===== src/rtl/alu_arb.sv =====
// Round-robin arbiter sharing one 32-bit ALU between two requesters.
// Two-stage pipeline: input register, then registered result tagged to its requester.

module alu (
  input  logic [3:0]  i_op,
  input  logic [31:0] i_a,
  input  logic [31:0] i_b,
  output logic [31:0] o_out,
  output logic        o_zero
);
  always_comb begin
    o_out = 32'd0;
    case (i_op)
      4'd0:    o_out = i_a & i_b;
      4'd1:    o_out = i_a | i_b;
      4'd2:    o_out = i_a + i_b;
      4'd6:    o_out = i_a - i_b;
      default: o_out = 32'd0;
    endcase
  end

  assign o_zero = (o_out == 32'd0);
endmodule

module alu_arb (
  input  logic        clk,
  input  logic        rst,
  input  logic        flush,
  input  logic        req0_valid,
  input  logic [3:0]  req0_op,
  input  logic [31:0] req0_a,
  input  logic [31:0] req0_b,
  output logic        req0_ready,
  input  logic        req1_valid,
  input  logic [3:0]  req1_op,
  input  logic [31:0] req1_a,
  input  logic [31:0] req1_b,
  output logic        req1_ready,
  output logic        rsp0_valid,
  output logic        rsp1_valid,
  output logic [31:0] rsp_out,
  output logic        rsp_zero
);
  logic        r_last;
  logic        r_s1_valid;
  logic        r_s1_id;
  logic [3:0]  r_s1_op;
  logic [31:0] r_s1_a;
  logic [31:0] r_s1_b;
  logic        r_s2_valid;
  logic        r_s2_id;
  logic [31:0] r_rsp_out;
  logic        r_rsp_zero;

  logic        w_rdy0;
  logic        w_rdy1;
  logic        w_acc;
  logic        w_id;
  logic [31:0] w_alu_out;
  logic        w_alu_zero;

  // On contention the requester that was not granted last wins.
  assign w_rdy0 = !rst && !flush && req0_valid && (!req1_valid || r_last);
  assign w_rdy1 = !rst && !flush && req1_valid && (!req0_valid || !r_last);
  assign w_acc  = w_rdy0 || w_rdy1;
  assign w_id   = w_rdy1;

  assign req0_ready = w_rdy0;
  assign req1_ready = w_rdy1;

  alu u_alu (
    .i_op   (r_s1_op),
    .i_a    (r_s1_a),
    .i_b    (r_s1_b),
    .o_out  (w_alu_out),
    .o_zero (w_alu_zero)
  );

  always_ff @(posedge clk) begin
    if (rst) begin
      r_last     <= 1'b1;
      r_s1_valid <= 1'b0;
      r_s1_id    <= 1'b0;
      r_s1_op    <= 4'd0;
      r_s1_a     <= 32'd0;
      r_s1_b     <= 32'd0;
      r_s2_valid <= 1'b0;
      r_s2_id    <= 1'b0;
      r_rsp_out  <= 32'd0;
      r_rsp_zero <= 1'b0;
    end else begin
      r_s1_valid <= w_acc;
      if (w_acc) begin
        r_last  <= w_id;
        r_s1_id <= w_id;
        r_s1_op <= w_id ? req1_op : req0_op;
        r_s1_a  <= w_id ? req1_a  : req0_a;
        r_s1_b  <= w_id ? req1_b  : req0_b;
      end
      // Flush kills the op sitting in stage 1 before it can respond.
      r_s2_valid <= r_s1_valid && !flush;
      r_s2_id    <= r_s1_id;
      if (r_s1_valid) begin
        r_rsp_out  <= w_alu_out;
        r_rsp_zero <= w_alu_zero;
      end
    end
  end

  assign rsp0_valid = r_s2_valid && !r_s2_id;
  assign rsp1_valid = r_s2_valid &&  r_s2_id;
  assign rsp_out    = r_rsp_out;
  assign rsp_zero   = r_rsp_zero;
endmodule


===== config.mk =====
export PLATFORM = sky130hd
export DESIGN_NAME = alu_arb
export DESIGN_NICKNAME = d
export VERILOG_FILES = /design/src/rtl/alu_arb.sv
export SDC_FILE = /design/constraint.sdc
export NUM_CORES = 1
export LEC_CHECK = 0
export ABC_AREA = 1
export CAP_MARGIN = 20
export CORE_UTILIZATION = 40
export CTS_BUF_LIST = sky130_fd_sc_hd__clkbuf_8
export CTS_CLUSTER_DIAMETER = 150
export CTS_CLUSTER_SIZE = 10
export DETAILED_ROUTE_END_ITERATION = 10
export HOLD_SLACK_MARGIN = 0.02
export PLACE_DENSITY = 0.68
export SLEW_MARGIN = 20
export SYNTH_ARGS = -nofsm -noshare
export SYNTH_HDL_FRONTEND = slang
export SYNTH_SLANG_ARGS = --single-unit

===== constraint.sdc =====
create_clock -name clk -period 3.55 [get_ports clk]
set_clock_uncertainty 0.15 [all_clocks]
set_input_delay 0.8875 -clock clk [delete_from_list [all_inputs] [get_ports clk]]
set_output_delay 0.8875 -clock clk [all_outputs]
set_load 0.05 [all_outputs]

==> flow_metrics.env <==
export IMPL_status="complete, but fails checks"
export IMPL_violations="negative setup slack"
export IMPL_min_period_ns=3.69
export IMPL_multi_input_area_um2=5960
export IMPL_clock_latency_ns=0.41
export IMPL_max_stage_delay_ns=0.38
export IMPL_clk_transition_reported_paths_ns=0.11
export IMPL_ant_nets=0
export IMPL_grt_usage=0.267
export IMPL_worstReg2RegStart="r_s1_b[1]"
export IMPL_synthToLayoutAreaGrowth_pct=44.2
export IMPL_antenna_found_initial=0
export IMPL_relSlewSlack=0.340
export IMPL_synthDominantCellAreaShare=0.247
export IMPL_yosysWarnings=0
export IMPL_crit_top_cell="nand2_1"
export IMPL_end_kind="flop"
export IMPL_die_area_um2=22000
export IMPL_num_vias=10061
export IMPL_p_leak_nw=6.01
export IMPL_final_cell_mix="nand2_1 (334), nor2_1 (180), inv_1 (175), clkdlybuf4s50_1 (174), buf_4 (143)"
export IMPL_final_cells=2015
export IMPL_ys_ff_latch=106
export IMPL_rsz0062_at_grt="true"
export IMPL_fillers=2115
export IMPL_hold_slack_ns=0.288
export IMPL_startpoint="r_s1_b[1]"
export IMPL_drv_slew=0
export IMPL_gp_congestion=0.987
export IMPL_nets=1911
export IMPL_worst_slew_pin_slew_ns=0.985
export IMPL_grt_pass1_wl_um=46200
export IMPL_first_pass_iters=5
export IMPL_grt_max_degree=69
export IMPL_cts_root_buf="clkbuf_8"
export IMPL_syn_num_nets=1636
export IMPL_wl_per_cell_um=14.3
export IMPL_synthSimpleGateAreaFrac=0.334
export IMPL_port_buffers=177
export IMPL_initialDrtViolationCount=613
export IMPL_reg2reg_to="rsp_zero"
export IMPL_critical_path_class="reg -> reg"
export IMPL_numCtsBuffers=9
export IMPL_fp_coreArea_um2=21000
export IMPL_final_common_cell="nand2_1"
export IMPL_ys_seq_area_frac=0.247
export IMPL_grt_pass1_vias=9084
export IMPL_vias_per_cell=4.99
export IMPL_synth_area_leaders="dfxtp_1 (25%), nand2_1 (16%), nor2_1 (8.9%), inv_1 (8.6%), o21ai_0 (6.8%)"
export IMPL_clock_sinks=106
export IMPL_regArea_um2=2130
export IMPL_yosysUniqueCellTypes=37
export IMPL_cts_path_max_buffers=2
export IMPL_setup_ws_ns=-0.138
export IMPL_grt_ovfl_total=0
export IMPL_critPathLaunchType="flop"
export IMPL_cp_arrival_ns=3.88
export IMPL_path_max_fanout=4
export IMPL_fin_crit_sh=1.04
export IMPL_post_route_drc_count=0
export IMPL_p_per_area_nw_per_um2=347
export IMPL_rrSetupSlack_ns=-0.14
export IMPL_drive_above_1_share=0.189
export IMPL_cts_tree="built"
export IMPL_synth_xor_xnor_area_share=0.0296
export IMPL_synthArstFlopShare=0
export IMPL_avgSynthCellArea_um2=5.87
export IMPL_place_inst=1986
export IMPL_peakVddDrop_v=0.000181
export IMPL_critPathCapture="rsp_zero"
export IMPL_start_util=0.408
export IMPL_n_antenna_cell=0
export IMPL_fp_dieH_um=148
export IMPL_cpLargestDelayFamily="simple AND/OR/NAND/NOR gates"
export IMPL_drv_cap=0
export IMPL_die_x_um=148
export IMPL_synth_compound_area_frac=0.217
export IMPL_muxShareOfSynthArea=0
export IMPL_hold_class="reg -> reg"
export IMPL_synth_edf_count=0
export IMPL_slowest_stage="ha_1"
export IMPL_fmax_mhz=271
export IMPL_ios=178
export IMPL_synth_adder_area_share=0.0519
export IMPL_synth_top_family_by_area="simple AND/OR/NAND/NOR gates"
export IMPL_yosysTopAreaCell="dfxtp_1"
export IMPL_syn_area_um2=8580
export IMPL_rows=53
export IMPL_place_hpwl_um=23100
export IMPL_crit_buf_inv=2
export IMPL_setup_viol=1
export IMPL_required_ns=3.75
export IMPL_cp_depth=27
export IMPL_finalHoldViolCount=0
export IMPL_synth_main_ff_cell="dfxtp_1"
export IMPL_htreeDepth=3
export IMPL_finalWirelength_um=28800
export IMPL_reg2reg_depth=27
export IMPL_syn_inst=1460
## cell families after synthesis
logic type      after synthesis
simple gates                697
compound gates              325
fa+ha+maj                    35
xor+xnor                     29
buf+inv                     268
flops                       106
## through the flow
step | power (mW) | setup TNS [ns] | area, um2 | setup slack [ns] | util
finish | 4.30 | -0.138 | 12400 | -0.138 | 0.588
global route | 4.58 | -1.51 | 12400 | -0.425 | 0.588
CTS | 4.09 | -0.0991 | 11800 | -0.0991 | 0.564
detailed placement | 3.27 | -0.849 | 11500 | -0.251 | 0.548
global placement | 3.26 | -0.426 | 11500 | -0.215 | 0.548
floorplan | 2.43 | 0 | 8580 | 0.0996 | -
## synthesized netlist by cell type (3+ instances only)
cell type and n:
nand2_1 376, nor2_1 204, inv_1 197, o21ai_0 116, dfxtp_1 106, a21oi_1 99, o21bai_1 72, nand3_1 65
clkbuf_1 46, ha_1 34, a31oi_1 26, xor2_1 21, nand4_1 13, buf_2 10, nand3b_1 8, nor3_1 8
xnor2_1 8, inv_2 6, nor3_2 6, nand2_2 4, nor4_1 4, o211ai_1 4, and2_1 3, buf_1 3
nor2_2 3, o21ai_1 3
## sequential cells by signal (all words and copies together) (netlist names)
signal      cells
r_s1_a         32
r_s1_b         32
rsp_out        32
r_s1_op         4
r_last          1
r_s1_id         1
r_s1_valid      1
r_s2_id         1
r_s2_valid      1
rsp_zero        1
## worst reg2reg max path, cell delays in order, from the launching register on
cell	delay [ns]
dfxtp_2	0.34
inv_2	0.08
ha_4	0.15
nand3_4	0.09
nor3_4	0.14
nand3_2	0.10
nor3_2	0.14
nand2_1	0.13
inv_2	0.13
nand4_1	0.09
nand2_1	0.11
o21ai_1	0.09
xnor2_1	0.14
ha_1	0.38
nand2_2	0.10
nor3_4	0.19
and2_4	0.17
and2_4	0.14
nand2_1	0.04
nand2_1	0.05
nand2_1	0.05
nand3_1	0.06
nand2_1	0.07
nor2_1	0.11
nand2_1	0.06
nor2_1	0.11
nand4_1	0.09
a21oi_1	0.14
## how the worst min path moves through the flow
| stage | start | endpoint | cells after the start |
|---|---|---|---|
| finish | r_s1_id | r_s2_id | 2 |
| global route | r_s1_id | r_s2_id | 2 |
| CTS | r_s1_id | r_s2_id | 2 |
| detailed placement | r_s1_id | r_s2_id | 2 |
| global placement | r_s1_id | r_s2_id | 2 |
| floorplan | r_s1_id | r_s2_id | 2 |
## power breakdown
part | internal, mW | switching, mW | leakage, nW
combinational | 0.977 | 1.23 | 5.04
clock | 0.289 | 0.469 | 0.0973
sequential | 1.26 | 0.0672 | 0.869
total | 2.53 | 1.77 | 6.01
## timing repair
action,CTS,global route
buffers inserted,4,11
hold buffers,0,0
setup endpoints to repair,9,18
pin swaps,2,30
resized for setup,31,149
## cell type report
type	count	area share
clock buffer	10	0.0111
clock inverter	6	0.00496
inverter	205	0.0624
multi-input combinational	1086	0.482
sequential	106	0.172
tap	275	0.0278
timing repair buffer	327	0.240
## routing by layer
metal	share of wire	GRT usage
met5	0	0
met4	0.027	0.0918
met3	0.047	0.0313
met2	0.44	0.415
met1	0.49	0.378
No activity file was read; power rests on OpenSTA's default activity.
